--- config.mk ---
export PLATFORM = sky130hd
export DESIGN_NAME = vga_timing_gen_flat
export DESIGN_NICKNAME = d
export VERILOG_FILES = /design/src/rtl/vga_timing_gen_if.sv /design/src/rtl/vga_timing_gen.sv /design/src/flat_wrapper.sv
export SDC_FILE = /design/constraint.sdc
export NUM_CORES = 1
export LEC_CHECK = 0
export CORE_ASPECT_RATIO = 0.5
export CORE_MARGIN = 4
export CORE_UTILIZATION = 55
export CTS_CLUSTER_SIZE = 24
export DETAILED_ROUTE_END_ITERATION = 10
export HOLD_SLACK_MARGIN = 0.12
export PLACE_DENSITY_LB_ADDON = 0.1
export SYNTH_ARGS = -nofsm -noshare
export SYNTH_HDL_FRONTEND = slang
export SYNTH_SLANG_ARGS = --single-unit
export TNS_END_PERCENT = 1
--- constraint.sdc ---
create_clock -name pix_clk -period 4.82 [get_ports pix_clk]
set_clock_uncertainty 0.1 [all_clocks]
set_input_delay 0.964 -clock pix_clk [delete_from_list [all_inputs] [get_ports pix_clk]]
set_output_delay 0.964 -clock pix_clk [all_outputs]
set_load 0.01 [all_outputs]
--- src/rtl/vga_timing_gen_if.sv ---
// ============================================================================
//  Module  : vga_timing_gen_if
//  Brief   : Video source bundle: pattern controls in, DVI-ready raster out.
//  Revision: 1.0 - initial release
// ============================================================================
`default_nettype none

interface vga_timing_gen_if;
    logic [1:0]  pattern_sel;
    logic [23:0] solid_rgb;
    logic [23:0] rgb_data;
    logic        hs;
    logic        vs;
    logic        de;
    logic [11:0] x;
    logic [11:0] y;
    logic        frame_start;

    // master = timing generator, slave = DVI serialiser side
    modport master (
        input  pattern_sel, solid_rgb,
        output rgb_data, hs, vs, de, x, y, frame_start
    );

    modport slave (
        output pattern_sel, solid_rgb,
        input  rgb_data, hs, vs, de, x, y, frame_start
    );
endinterface

`default_nettype wire

--- src/rtl/vga_timing_gen.sv ---
// ============================================================================
//  Module  : vga_timing_gen
//  Brief   : Raster timing (hs/vs/de), pixel coordinates and test patterns.
//  Revision: 1.0 - initial release
// ============================================================================
`default_nettype none

module vga_timing_gen #(
    parameter int H_ACTIVE = 640,
    parameter int H_FP     = 16,
    parameter int H_SYNC   = 96,
    parameter int H_BP     = 48,
    parameter int V_ACTIVE = 480,
    parameter int V_FP     = 10,
    parameter int V_SYNC   = 2,
    parameter int V_BP     = 33,
    parameter bit HS_POL   = 1'b0,
    parameter bit VS_POL   = 1'b0
) (
    input  wire logic        pix_clk,
    input  wire logic        rst_n,
    vga_timing_gen_if.master vid
);

    localparam logic [11:0] c_h_active = 12'(H_ACTIVE);
    localparam logic [11:0] c_h_last   = 12'(H_ACTIVE + H_FP + H_SYNC + H_BP - 1);
    localparam logic [11:0] c_hs_start = 12'(H_ACTIVE + H_FP);
    localparam logic [11:0] c_hs_end   = 12'(H_ACTIVE + H_FP + H_SYNC - 1);
    localparam logic [11:0] c_v_active = 12'(V_ACTIVE);
    localparam logic [11:0] c_v_last   = 12'(V_ACTIVE + V_FP + V_SYNC + V_BP - 1);
    localparam logic [11:0] c_vs_start = 12'(V_ACTIVE + V_FP);
    localparam logic [11:0] c_vs_end   = 12'(V_ACTIVE + V_FP + V_SYNC - 1);
    localparam logic [11:0] c_bar_last = 12'(H_ACTIVE / 8 - 1);

    logic [11:0] r_h_cnt;
    logic [11:0] r_v_cnt;
    logic [11:0] r_bar_sub;
    logic [2:0]  r_bar_idx;
    logic [1:0]  r_pattern;

    logic        w_h_wrap;
    logic        w_v_wrap;
    logic        w_origin;
    logic        w_de;
    logic        w_hs;
    logic        w_vs;
    logic [1:0]  w_pat;
    logic [7:0]  w_sum;
    logic [23:0] w_bar_rgb;
    logic [23:0] w_pat_rgb;

    assign w_h_wrap = (r_h_cnt == c_h_last);
    assign w_v_wrap = (r_v_cnt == c_v_last);
    assign w_origin = (r_h_cnt == 12'd0) && (r_v_cnt == 12'd0);
    assign w_de     = (r_h_cnt < c_h_active) && (r_v_cnt < c_v_active);
    assign w_hs     = (r_h_cnt >= c_hs_start) && (r_h_cnt <= c_hs_end);
    assign w_vs     = (r_v_cnt >= c_vs_start) && (r_v_cnt <= c_vs_end);
    assign w_sum    = r_h_cnt[7:0] + r_v_cnt[7:0];

    // The origin pixel already uses the newly selected pattern, so a frame is never split.
    assign w_pat    = w_origin ? vid.pattern_sel : r_pattern;

    always_comb begin
        w_bar_rgb = 24'h000000;
        case (r_bar_idx)
            3'd0:    w_bar_rgb = 24'hFFFFFF;
            3'd1:    w_bar_rgb = 24'hFFFF00;
            3'd2:    w_bar_rgb = 24'h00FFFF;
            3'd3:    w_bar_rgb = 24'h00FF00;
            3'd4:    w_bar_rgb = 24'hFF00FF;
            3'd5:    w_bar_rgb = 24'hFF0000;
            3'd6:    w_bar_rgb = 24'h0000FF;
            default: w_bar_rgb = 24'h000000;
        endcase
    end

    always_comb begin
        w_pat_rgb = 24'h000000;
        case (w_pat)
            2'd0:    w_pat_rgb = w_bar_rgb;
            2'd1:    w_pat_rgb = ((r_h_cnt[4:0] == 5'd0) || (r_v_cnt[4:0] == 5'd0))
                                 ? 24'hFFFFFF : 24'h000000;
            2'd2:    w_pat_rgb = {r_h_cnt[7:0], r_v_cnt[7:0], w_sum};
            default: w_pat_rgb = vid.solid_rgb;
        endcase
    end

    always_ff @(posedge pix_clk or negedge rst_n) begin
        if (!rst_n) begin
            r_h_cnt         <= 12'd0;
            r_v_cnt         <= 12'd0;
            r_bar_sub       <= 12'd0;
            r_bar_idx       <= 3'd0;
            r_pattern       <= 2'd0;
            vid.hs          <= ~HS_POL;
            vid.vs          <= ~VS_POL;
            vid.de          <= 1'b0;
            vid.rgb_data    <= 24'h000000;
            vid.x           <= 12'd0;
            vid.y           <= 12'd0;
            vid.frame_start <= 1'b0;
        end else begin
            if (w_h_wrap) begin
                r_h_cnt <= 12'd0;
                r_v_cnt <= w_v_wrap ? 12'd0 : r_v_cnt + 12'd1;
            end else begin
                r_h_cnt <= r_h_cnt + 12'd1;
            end

            // Bar index tracks h_cnt in BAR_W steps without a divider.
            if (w_h_wrap) begin
                r_bar_sub <= 12'd0;
                r_bar_idx <= 3'd0;
            end else if (r_bar_sub == c_bar_last) begin
                r_bar_sub <= 12'd0;
                r_bar_idx <= r_bar_idx + 3'd1;
            end else begin
                r_bar_sub <= r_bar_sub + 12'd1;
            end

            if (w_origin) begin
                r_pattern <= vid.pattern_sel;
            end

            vid.hs          <= w_hs ? HS_POL : ~HS_POL;
            vid.vs          <= w_vs ? VS_POL : ~VS_POL;
            vid.de          <= w_de;
            vid.rgb_data    <= w_de ? w_pat_rgb : 24'h000000;
            vid.x           <= r_h_cnt;
            vid.y           <= r_v_cnt;
            vid.frame_start <= w_origin;
        end
    end

endmodule

`default_nettype wire

--- src/flat_wrapper.sv ---
// flat-port wrapper written by rule: the top's interface ports become plain ports
module vga_timing_gen_flat 
#(
    parameter int H_ACTIVE = 640,
    parameter int H_FP     = 16,
    parameter int H_SYNC   = 96,
    parameter int H_BP     = 48,
    parameter int V_ACTIVE = 480,
    parameter int V_FP     = 10,
    parameter int V_SYNC   = 2,
    parameter int V_BP     = 33,
    parameter bit HS_POL   = 1'b0,
    parameter bit VS_POL   = 1'b0
)
  (pix_clk, rst_n, vid_pattern_sel, vid_solid_rgb, vid_rgb_data, vid_hs, vid_vs, vid_de, vid_x, vid_y, vid_frame_start);
  vga_timing_gen_if vid_i ();
  input  wire logic pix_clk;
  input  wire logic rst_n;
  input wire logic [$bits(vid_i.pattern_sel)-1:0] vid_pattern_sel;
  input wire logic [$bits(vid_i.solid_rgb)-1:0] vid_solid_rgb;
  output wire logic [$bits(vid_i.rgb_data)-1:0] vid_rgb_data;
  output wire logic [$bits(vid_i.hs)-1:0] vid_hs;
  output wire logic [$bits(vid_i.vs)-1:0] vid_vs;
  output wire logic [$bits(vid_i.de)-1:0] vid_de;
  output wire logic [$bits(vid_i.x)-1:0] vid_x;
  output wire logic [$bits(vid_i.y)-1:0] vid_y;
  output wire logic [$bits(vid_i.frame_start)-1:0] vid_frame_start;
  assign vid_i.pattern_sel = vid_pattern_sel;
  assign vid_i.solid_rgb = vid_solid_rgb;
  assign vid_rgb_data = vid_i.rgb_data;
  assign vid_hs = vid_i.hs;
  assign vid_vs = vid_i.vs;
  assign vid_de = vid_i.de;
  assign vid_x = vid_i.x;
  assign vid_y = vid_i.y;
  assign vid_frame_start = vid_i.frame_start;
  vga_timing_gen #(.H_ACTIVE(H_ACTIVE), .H_FP(H_FP), .H_SYNC(H_SYNC), .H_BP(H_BP), .V_ACTIVE(V_ACTIVE), .V_FP(V_FP), .V_SYNC(V_SYNC), .V_BP(V_BP), .HS_POL(HS_POL), .VS_POL(VS_POL)) u_core (.pix_clk(pix_clk), .rst_n(rst_n), .vid(vid_i));
endmodule
Yosys cells after proc, flatten, opt, wreduce, memory -nomap -nowiden:

Index checks and enable logic that the tools add are counted.

* register bits after elaboration: 93
* bits in latches: 0
* memory bits (writable): 0
* bits in read-only memories: 0
* input bits: 28
* output and inout port bits: 52
* logic and storage cells: 59
* memories kept: 0

* add/subtract/negate cells: 5
* multiply operators: 0
* div/mod/pow operators: 0
* order comparisons: 6
* equality and inequality tests: 11
* shifts and indexed selects: 0
* multiplexer cells: 13
* bitwise operators: 0
* reductions and logical operators: 12

Operators with widths (count)
* $pmux W24 S7: 1
* $pmux W24 S3: 1
* $mux W12: 4
* $mux W24: 2
* $add A12 B1 Y12 const B: 3
* $eq A12 B10 Y1 const B: 2
* $logic_not A12 Y1: 2
* $eq A12 B7 Y1 const B: 1
* $ge A12 B10 Y1 const B: 1
* $ge A12 B9 Y1 const B: 1
* $le A12 B10 Y1 const B: 1
* $le A12 B9 Y1 const B: 1
* $lt A12 B10 Y1 const B: 1
* $lt A12 B9 Y1 const B: 1
* $logic_not A5 Y1: 2
* $eq A3 B3 Y1 const B: 3
* $add A8 B8 Y8: 1
* $eq A3 B2 Y1 const B: 2
* $mux W3: 2
* $logic_and A1 B1 Y1: 4
* $add A3 B1 Y3 const B: 1
* $eq A3 B1 Y1 const B: 1
* $logic_not A3 Y1: 1
* $eq A2 B1 Y1 const B: 1
* 6 further kinds: 7

Logic depth before layout (Yosys ltp):

Gate-level depths: netlist of run 1.

* depth after elaboration: 6
* gate-level depth with buffers: 10
* depth with buffers taken out: 8

Worst setup path before layout of run 1:

OpenSTA, ideal clock, no wires.

* path kind: register -> register
* start point: reg u_core.r_h_cnt[1]
* end point: reg u_core.vid.rgb_data[16]
* setup time: 0.123 ns
* arrival time: 2.317 ns
* setup slack: 2.280 ns
* cell stages (with the launch flop): 9
* buffers on the path: 1
* clock period less this slack: 2.540 ns
* cells stage by stage: dfrtp_1 inv_1 ha_1 or4b_4 nor4_4 mux2i_1 clkbuf_1 nor2_1 o221a_1

* cells in the longest elaborated chain, start to end: 6
* elaborated cells on any way between the ends: 13

RTL lines
* start: declaration: line vga_timing_gen.sv:35 `logic [11:0] r_h_cnt;`
* start signal: assignment: line vga_timing_gen.sv:107 `r_h_cnt <= r_h_cnt + 12'd1;`
* $logic_not A12 Y1: line vga_timing_gen.sv:54 `assign w_origin = (r_h_cnt == 12'd0) && (r_v_cnt == 12'd0);`
* $logic_and A1 B1 Y1: line vga_timing_gen.sv:54
* $mux W2: line vga_timing_gen.sv:61 `assign w_pat = w_origin ? vid.pattern_sel : r_pattern;`
* $eq A2 B2 Y1 (tied with other cells): line vga_timing_gen.sv:79 `case (w_pat)`
* $pmux W24 S3: line vga_timing_gen.sv:79
* $mux W24 *: line vga_timing_gen.sv:128 `vid.rgb_data <= w_de ? w_pat_rgb : 24'h000000;`
* end signal: assignment: line vga_timing_gen.sv:128
* end: declaration: line vga_timing_gen_if.sv:22 `output rgb_data, hs, vs, de, x, y, frame_start`

Every way passes the cells marked *; elsewhere a longest branch is shown, timed or not.
A chain may end at the register's enable or synchronous reset.

Final worst setup path of run 1:

* start point: reg u_core.r_h_cnt[1]
* end point: reg u_core.vid.rgb_data[21]

Same word-level chain as after synthesis.

==> results.toml, run 1 <==
[route]
drc_errors = 0
dr.first_iter.drc_count = 389
drtPass1Iterations = 5
viasPerCell = 6.00
drt-wirelength-per-cell_um = 20.0
drt.antenna.violating_nets = 0
finalWirelength_um = 11600
route.vias.total = 3462

[synthesis]
synth_enable_flop_cells = 0
ys_dominant_reg_cell = "dfrtp_1"
synthesis.area_per_instance_um2 = 11.3
yosysWarningCount = 0
synth_xor_xnor_area_share = 0.0564
postSynth.asyncResetShare = 1.00
synth_area_leaders = "dfrtp_1 52%, ha_1 5.2%, o221a_1 5.2%, nor2_1 4.0%, xnor2_1 3.6%"
synth_commonest_cells = "91 x dfrtp_1, 46 x nor2_1, 20 x nand3_1, 20 x o221a_1"
synth.ff_latch_count = 93
yosys.cell_types.count = 47
yosysMostFrequentCell = "dfrtp_1"
yosys.area.top_type_share = 0.524
mappedNetlistArea_mm2 = 0.00435
area_fraction_in_compound_gates_after_synthesis = 0.140
post_syn_instances = 386
ys_seq_area_frac = 0.536
synth_top_family_by_area = "simple AND/OR/NAND/NOR gates"
synth_largest_area_cell = "dfrtp_1"
simple_gate_share_of_the_synthesized_area = 0.169
synth.net_count = 433
yosys-mux-area-fraction = 0.00950
synth_fa_ha_area_frac = 0.0564

[global_route]
grtUsageTotal = 0.255
grt_max_degree = 58
globalRouteOverflowTotal = 0
initial_antenna_violation_count = 0
number_of_global_route_vias_before_repair = 3513
grt_first_pass_wirelength_um = 18700

[power_and_ir_drop]
worst_ir_drop_vdd_v = 0.000267
cellPowerDensity_mw_per_mm2 = 297
leakage_uw = 0.00234
total_power_uw = 1630

[clock_network]
cts_repair_resize_count = 0
insertion_delay_to_the_later_sink_of_the_worst_skew_pair_ns = 0.34
ctsHoldBuffers = 0
postCtsSetupBuffers = 0
numCtsBuffers = 9
cts_tree = "yes"
cts.path.max_buffers = 2
cts-htree-levels = 3
root_buffer = "clkbuf_16"
cts_num_sinks = 93
cts.reportedPaths.clkPinSlew_ns = 0.07

[finish]
drive_gt1_frac = 0.0704
finish.cell_count_without_fillers = 577
area_delta_synth_final_pct = 26.7
final_area_mm2 = 0.00551
nets = 511
n_antenna_cell = 0

[placed_design]
place_hpwl_um = 8100
placed_area_mm2 = 0.00521
numPlacedInstances = 561
port-buffer-count = 79
pre_cts_ws_ns = 1.43
finalWeightedCongestion = 0.858

[floorplan]
io-pin-count = 80
core_rows = 22
floorplan.initialDensity = 0.579
fp.dieH_um = 70.9
die_width_um = 134
floorplan.core_area_mm2 = 0.00751
die_area_mm2 = 0.00948

[setup_path]
timing.critical_path.required_ns = 4.94
timing.critical_path.to_type = "flop"
crit_chain = "inv_1, ha_1, or4b_4, nor4_4, mux2i_1, buf_4, nor2b_1, o221a_1"
crit_path_max_incr_delay_ns = 0.70
critPathArrivalTime_ns = 3.57
cp_slowest_cell = "nor4_4"
timing.critical_path.from_type = "flop"
setup.worst_path.class = "flop to flop"
worstPathMaxFanout = 15

[timing]
grt_setup_unrepaired = "no"
finalHoldViolations = 0
worst_slew_pin_slew_ns = 0.752
fin_tns_setup_ns = 0
fmax_achieved_ghz = 0.290
final_min_period_over_clock_period = 0.716
report.final.slew_viol_count = 0
setup_viol_count_final = 0
layout_min_cycle_time_ns = 3.45
setup_slack_ns = 1.37
max_slew_margin = 0.495

[min_path]
worst_hold_path_type = "flop to flop"

[flow_run]
timing.max_cap.violations = 0

[run_status]
status = "completed"
worst max-delay path: cells and delay by family (launching register included):
kind	cells	cell delay, ns
flip-flops	1	0.47
buffers and inverters	2	0.47
multiplexers	1	0.60
AO/OA/AOI/OAI	1	0.23
adder cells (fa/ha/maj)	1	0.19
AND/OR/NAND/NOR	3	1.28
state kept, by name (all words and copies together) (netlist names), 2 cells and up:
name and flops:
u_core.r_bar_sub 12, u_core.vid.rgb_data 24, u_core.r_bar_idx 3, u_core.r_h_cnt 12, u_core.r_v_cnt 12, u_core.r_pattern 2
u_core.vid.x 12, u_core.vid.y 12
final timing paths:
kind,from,end,slack (ns),cells past startpoint
worst max-delay path,u_core.r_h_cnt[1],u_core.vid.rgb_data[21],1.37,8
max in group asynchronous,rst_n,u_core.vid.hs,3.10,2
worst min register to register,u_core.r_bar_sub[0],u_core.r_bar_sub[0],0.36,1
worst min-delay path,u_core.r_bar_sub[0],u_core.r_bar_sub[0],0.36,1
min in group asynchronous,rst_n,u_core.vid.rgb_data[4],0.57,1
worst max register to register,u_core.r_h_cnt[1],u_core.vid.rgb_data[21],1.37,8
cell type report:
cell class	instances	area (um^2)
clock inverter	6	72.6
fill	510	2000
timing repair buffer	83	818
tap	108	135
inverter	13	48.8
sequential	93	2330
clock buffer	10	229
multi-input combinational	264	1880
cell usage in the layout (no fill, tap or decap), drive strengths merged, types with 7 or more instances in the layout:
master / synthesis / layout
o221a: 24 / 24
nand2: 10 / 10
nand3: 20 / 20
xnor2: 18 / 18
o21ai: 16 / 16
ha: 18 / 18
xor2: 10 / 10
clkdlybuf4s50: 0 / 78
a21oi: 7 / 7
nor2b: 17 / 17
nand4: 9 / 9
nor3: 8 / 8
nor2: 47 / 47
clkbuf: 10 / 10
dfrtp: 91 / 91
inv: 13 / 14
metal layers:
metal,routed length [um],vias to the layer above,GRT usage
met5,0,-,0
met4,128,0,0.0639
met3,1000,23,0.0817
met2,5250,171,0.391
met1,5170,1714,0.358
li1,-,1554,-
power by group:
group / leakage, uW / switching [uW] / total [uW] / internal (uW)
clock: 0.000149 / 307 / 714 / 408
combinational: 0.00101 / 53.0 / 117 / 64.4
sequential: 0.00118 / 6.01 / 803 / 797
kinds of logic after synthesis:
family                     count (synthesis)
xor gates and xnor gates                  28
muxes                                      4
adders and majority gates                 19
AOI/OAI and AO/OA                         74
buffers and inverters                     29
DFF                                       93
and+or+nand+nor                          139
per-stage QoR:
step,util,hold WS [ns]
after global placement,0.693,0.343
final,0.733,0.360
after floorplan,-,0.249
after global routing,0.733,0.392
after detailed placement,0.693,0.356
after CTS,0.733,0.362
No activity file was read; power rests on OpenSTA's default activity.
==> run 2: changes to the inputs <==
--- a/config.mk
+++ b/config.mk
@@ -7,7 +7,7 @@
 export LEC_CHECK = 0
 export CORE_ASPECT_RATIO = 0.5
 export CORE_MARGIN = 4
-export CORE_UTILIZATION = 55
+export CORE_UTILIZATION = 47
 export CTS_CLUSTER_SIZE = 24
 export DETAILED_ROUTE_END_ITERATION = 10
 export HOLD_SLACK_MARGIN = 0.12
==> constraint.sdc (replaced) <==
create_clock -name pix_clk -period 2.8 [get_ports pix_clk]
set_clock_uncertainty 0.1 [all_clocks]
set_input_delay 0.56 -clock pix_clk [delete_from_list [all_inputs] [get_ports pix_clk]]
set_output_delay 0.56 -clock pix_clk [all_outputs]
set_load 0.01 [all_outputs]
==> run 2 against run 1 <==
Against the previous run:
- core utilization is 8.6 points lower
- power up 76%
- first-iteration DRC count shrank 44%
- setup slack got worse by 1.2 ns
- register-to-register slack worse by 1.2 ns
- via count is 0.90% lower
- routed wire length down 4.7%
- global-route usage decreased by 4.1 points
==> results.toml, run 2 (same netlist as run 1, synthesis figures left out) <==
[finish]
layout_common_cells = "91 x dfrtp_1, 78 x clkdlybuf4s50_1, 46 x nor2_1, 28 x buf_4"
nets = 535
n_antenna_cell = 0
final_common_cell = "dfrtp_1"
area_delta_synth_final_pct = 31.8
largest_register_ff_count = 24
final.fill_count = 694
drive_gt1_frac = 0.120
top_register = "u_core.vid.rgb_data"

[placed_design]
port-buffer-count = 79
finalWeightedCongestion = 0.893
place_hpwl_um = 8150

[global_route]
grtUsageTotal = 0.214
globalRouteOverflowTotal = 0
initial_antenna_violation_count = 0
number_of_global_route_vias_before_repair = 3448
grt_first_pass_wirelength_um = 18200
grt_max_degree = 49

[timing]
max_slew_margin = 0.591
setup_viol_count_final = 0
fmax_achieved_ghz = 0.381
report.final.slew_viol_count = 0
worst_slew_pin_slew_ns = 0.614
final_min_period_over_clock_period = 0.937
fin_tns_setup_ns = 0
grt_setup_unrepaired = "no"
finalHoldViolations = 0
layout_min_cycle_time_ns = 2.62

[setup_path]
worstSetupStartpoint = "u_core.r_h_cnt[1]"
critPathCapture = "u_core.vid.rgb_data[9]"
setup.worst_path.class = "flop to flop"
worstPathMaxFanout = 10
worst_flop_to_flop_path_endpoint = "u_core.vid.rgb_data[9]"
critPathArrivalTime_ns = 2.75
timing.critical_path.to_type = "flop"
rrSetupSlack_ns = 0.18
reg2reg_depth = 8
timing.critical_path.required_ns = 2.93
reg2reg_from = "u_core.r_h_cnt[1]"
timing.critical_path.from_type = "flop"

[clock_network]
postCtsSetupBuffers = 0
cts-htree-levels = 3
numCtsBuffers = 9
cts_repair_resize_count = 0
cts_tree = "yes"
cts_num_sinks = 93
cts.reportedPaths.clkPinSlew_ns = 0.07
insertion_delay_to_the_later_sink_of_the_worst_skew_pair_ns = 0.35
ctsHoldBuffers = 0
root_buffer = "clkbuf_16"
cts.path.max_buffers = 2

[power_and_ir_drop]
swShare = 0.231
switching_power_uw = 662
internal_power_uw = 2210
leakage_uw = 0.00247
cellPowerDensity_mw_per_mm2 = 501
worst_ir_drop_vdd_v = 0.000323
total_power_uw = 2870
seq_power_share = 0.482
clockPowerShare = 0.445
combinationalPowerShare = 0.074

[run_status]
status = "completed"

[route]
drt-wirelength-per-cell_um = 18.0
route.vias.total = 3431
finalWirelength_um = 11000
drtPass1Iterations = 4
drc_errors = 0
drt.antenna.violating_nets = 0
dr.first_iter.drc_count = 219
viasPerCell = 5.62

[flow_run]
timing.max_cap.violations = 0

[floorplan]
fp.dieH_um = 76.0
die_area_mm2 = 0.0109
floorplan.initialDensity = 0.491
floorplan.core_area_mm2 = 0.00886
die_width_um = 144
io-pin-count = 80
core_rows = 24

[min_path]
worst_hold_path_type = "primary input to asynchronous set/reset pin"
## run 2: how the worst min path moves through the flow
stage / startpoint / slack (ns) / cells after the start / to
2_1_floorplan: rst_n / 0.16 / 0 / u_core.r_bar_idx[0]
3_3_place_gp: u_core.r_h_cnt[11] / 0.33 / 0 / u_core.vid.x[11]
3_5_place_dp: u_core.r_bar_sub[0] / 0.35 / 1 / u_core.r_bar_sub[0]
4_1_cts: rst_n / 0.14 / 1 / u_core.vid.de
5_1_grt: rst_n / 0.17 / 1 / u_core.vid.rgb_data[13]
6_report: rst_n / 0.11 / 1 / u_core.vid.de
## run 2: final cells by class
cell class	count	area (um^2)	share of cell area
clock buffers	9	225	0.0393
repair buffers	107	1010	0.176
flip-flops and latches	93	2330	0.406
clock inverters	7	90.1	0.0157
well taps	117	146	0.0255
multi-input cells	264	1880	0.328
inverters	13	48.8	0.00851
## run 2: per-stage QoR
step / cell area [um^2] / hold WS [ns] / std cells / setup slack (ns) / utilization
floorplan: 4350 / 0.164 / 386 / 0.260 / -
global placement: 5420 / 0.335 / 594 / 0.256 / 0.611
detailed placement: 5420 / 0.350 / 594 / 0.194 / 0.611
CTS: 5730 / 0.143 / 610 / 0.172 / 0.647
global route: 5730 / 0.172 / 610 / 0.0223 / 0.647
finish: 5730 / 0.114 / 610 / 0.176 / 0.647
## run 2: worst max-delay path, cell delays in order, from the launching register on
cell and delay, ns:
dfrtp_1 0.38, inv_1 0.11, ha_1 0.16, or4b_4 0.49
nor4_4 0.35, buf_4 0.25, o311ai_0 0.14, o21a_1 0.26
o221a_1 0.27
## run 2: power groups by stage
stage / combinational [uW] / clock [uW] / sequential [uW]
floorplan: 54.1 / 0 / 1420
global placement: 210 / 0 / 1410
detailed placement: 214 / 0 / 1410
CTS: 215 / 1310 / 1380
global route: 229 / 1370 / 1380
finish: 211 / 1280 / 1380
## run 2: metal layers
layer	up-vias	share of wire	GRT usage
met5	-	0	0
met4	0	0.012	0.0517
met3	15	0.057	0.0545
met2	90	0.45	0.313
met1	1728	0.48	0.318
li1	1598	-	-
==> run 3: changes to the inputs <==
--- a/config.mk
+++ b/config.mk
@@ -5,9 +5,10 @@
 export SDC_FILE = /design/constraint.sdc
 export NUM_CORES = 1
 export LEC_CHECK = 0
+export ABC_CLOCK_PERIOD_IN_PS = 3200
 export CORE_ASPECT_RATIO = 0.5
 export CORE_MARGIN = 4
-export CORE_UTILIZATION = 47
+export CORE_UTILIZATION = 55
 export CTS_CLUSTER_SIZE = 24
 export DETAILED_ROUTE_END_ITERATION = 10
 export HOLD_SLACK_MARGIN = 0.12
==> constraint.sdc (replaced) <==
create_clock -name pix_clk -period 3.2 [get_ports pix_clk]
set_clock_uncertainty 0.1 [all_clocks]
set_input_delay 0.64 -clock pix_clk [delete_from_list [all_inputs] [get_ports pix_clk]]
set_output_delay 0.64 -clock pix_clk [all_outputs]
set_load 0.01 [all_outputs]
==> run 3 against run 2 <==
Against the previous run:
- clock power is 10% lower
- sequential power is 12% lower
- core utilization is 11 points higher
- first-iteration DRC count is 35% higher
- sequential share of layout area is 0.47 points higher
- design area is 1.1% lower
- count of clock-buffer cells in the layout is 3 higher
- setup slack better by 0.037 ns
- power is 11% lower
- largest power group unchanged
- global-route usage is 4.4 points higher
==> results.toml, run 3 (same netlist as run 1, synthesis figures left out) <==
[run_status]
status = "completed"

[route]
drt-wirelength-per-cell_um = 19.3
met1_wl_um = 5170
maxUsedRoutingLayer = "met4"
drt.antenna.violating_nets = 0
dr.first_iter.drc_count = 295
viasPerCell = 5.90
route.met2.wl_um = 5290
routed_met3_length_um = 812
route.vias.total = 3492
drtPass1Iterations = 5
drc_errors = 0
finalWirelength_um = 11500

[setup_path]
worst_flop_to_flop_path_endpoint = "u_core.vid.rgb_data[22]"
timing.critical_path.from_type = "flop"
rrSetupSlack_ns = 0.21
critPathCapture = "u_core.vid.rgb_data[22]"
reg2reg_from = "u_core.r_h_cnt[1]"
worstPathMaxFanout = 9
timing.critical_path.required_ns = 3.33
critPathArrivalTime_ns = 3.11
worstSetupStartpoint = "u_core.r_h_cnt[1]"
timing.critical_path.to_type = "flop"
reg2reg_depth = 8
setup.worst_path.class = "flop to flop"

[global_route]
grt_max_degree = 57
number_of_global_route_vias_before_repair = 3606
globalRouteOverflowTotal = 0
grt_first_pass_wirelength_um = 18900
initial_antenna_violation_count = 0
grtUsageTotal = 0.258

[finish]
final.fill_count = 513
nets = 527
area_delta_synth_final_pct = 30.3
final_common_cell = "dfrtp_1"
n_antenna_cell = 0
top_register = "u_core.vid.rgb_data"
utilization = 0.754
drive_gt1_frac = 0.0992
layout.area.seq_mm2 = 0.00233
finish.cell_count_without_fillers = 592
largest_register_ff_count = 24
layout_common_cells = "91 x dfrtp_1, 78 x clkdlybuf4s50_1, 46 x nor2_1"
multi_input_area_mm2 = 0.00188

[placed_design]
port-buffer-count = 79
finalWeightedCongestion = 0.875
place_hpwl_um = 8180
numPlacedInstances = 577
pre_cts_ws_ns = 0.255

[timing]
hold-worst-slack_ns = 0.246
setup_viol_count_final = 0
grt_setup_unrepaired = "no"
final_min_period_over_clock_period = 0.933
worst_slew_pin_slew_ns = 0.821
layout_min_cycle_time_ns = 2.99
setup_slack_ns = 0.213
fin_tns_setup_ns = 0
max_slew_margin = 0.448
fmax_achieved_ghz = 0.335
report.final.slew_viol_count = 0
finalHoldViolations = 0

[clock_network]
insertion_delay_to_the_later_sink_of_the_worst_skew_pair_ns = 0.34
cts_tree = "yes"
cts.reportedPaths.clkPinSlew_ns = 0.06
postCtsSetupBuffers = 0
numCtsBuffers = 9
cts-htree-levels = 3
root_buffer = "clkbuf_16"
cts_num_sinks = 93
cts.path.max_buffers = 2
ctsHoldBuffers = 0
cts_repair_resize_count = 0

[power_and_ir_drop]
leakage_uw = 0.00243
worst_ir_drop_vdd_v = 0.000407
cellPowerDensity_mw_per_mm2 = 449

[floorplan]
floorplan.initialDensity = 0.579
io-pin-count = 80
core_rows = 22
floorplan.core_area_mm2 = 0.00751
die_area_mm2 = 0.00948
die_width_um = 134
fp.dieH_um = 70.9

[min_path]
worst_hold_path_type = "primary input to asynchronous set/reset pin"

[flow_run]
timing.max_cap.violations = 0
run 3: changes by cell type in the layout (fill, tap and decap cells not counted):
cell / change
mux2i_1: +1
bufinv_16: +1
inv_6: -2
clkbuf_8: +2
inv_8: -3
clkbuf_1: +1
buf_4: -8
mux2i_2: -1
run 3: layer usage:
layer	track usage	up-vias
li1	-	1579
met1	0.367	1752
met2	0.395	141
met3	0.0668	20
met4	0.0718	0
met5	0	-
run 3: worst min path at each step:
stage	endpoint	depth (start not counted)
2_1_floorplan	u_core.r_bar_idx[0]	0
3_3_place_gp	u_core.r_bar_sub[0]	1
3_5_place_dp	u_core.vid.x[11]	0
4_1_cts	u_core.vid.rgb_data[6]	1
5_1_grt	u_core.vid.rgb_data[6]	1
6_report	u_core.vid.rgb_data[6]	1
run 3: layout make-up:
cell class	count	share of cell area
Timing Repair Buffer	99	0.168
Clock buffer	12	0.0453
Inverter	13	0.00861
Clock inverter	3	0.0121
Multi-Input combinational cell	264	0.331
Tap cell	108	0.0238
Sequential cell	93	0.411
run 3: report_power, final:
group | total [uW] | switching (uW) | leakage (uW) | internal [uW]
Combinational | 183 | 81.8 | 0.00110 | 101
Sequential | 1210 | 8.77 | 0.00118 | 1200
Clock | 1150 | 425 | 0.000159 | 724
run 3: critical path, cell delays in order, from the launching register on:
cell	delay [ns]
dfrtp_1	0.45
inv_1	0.14
ha_1	0.18
or4b_4	0.50
nor4_4	0.60
buf_4	0.26
o311ai_0	0.15
o21a_2	0.23
o221a_1	0.27
run 3: through the flow:
step | instance area [um^2] | power [uW]
detailed placement | 5340 | 1420
global route | 5670 | 2620
global placement | 5340 | 1410
floorplan | 4350 | 1290
finish | 5670 | 2540
CTS | 5670 | 2560
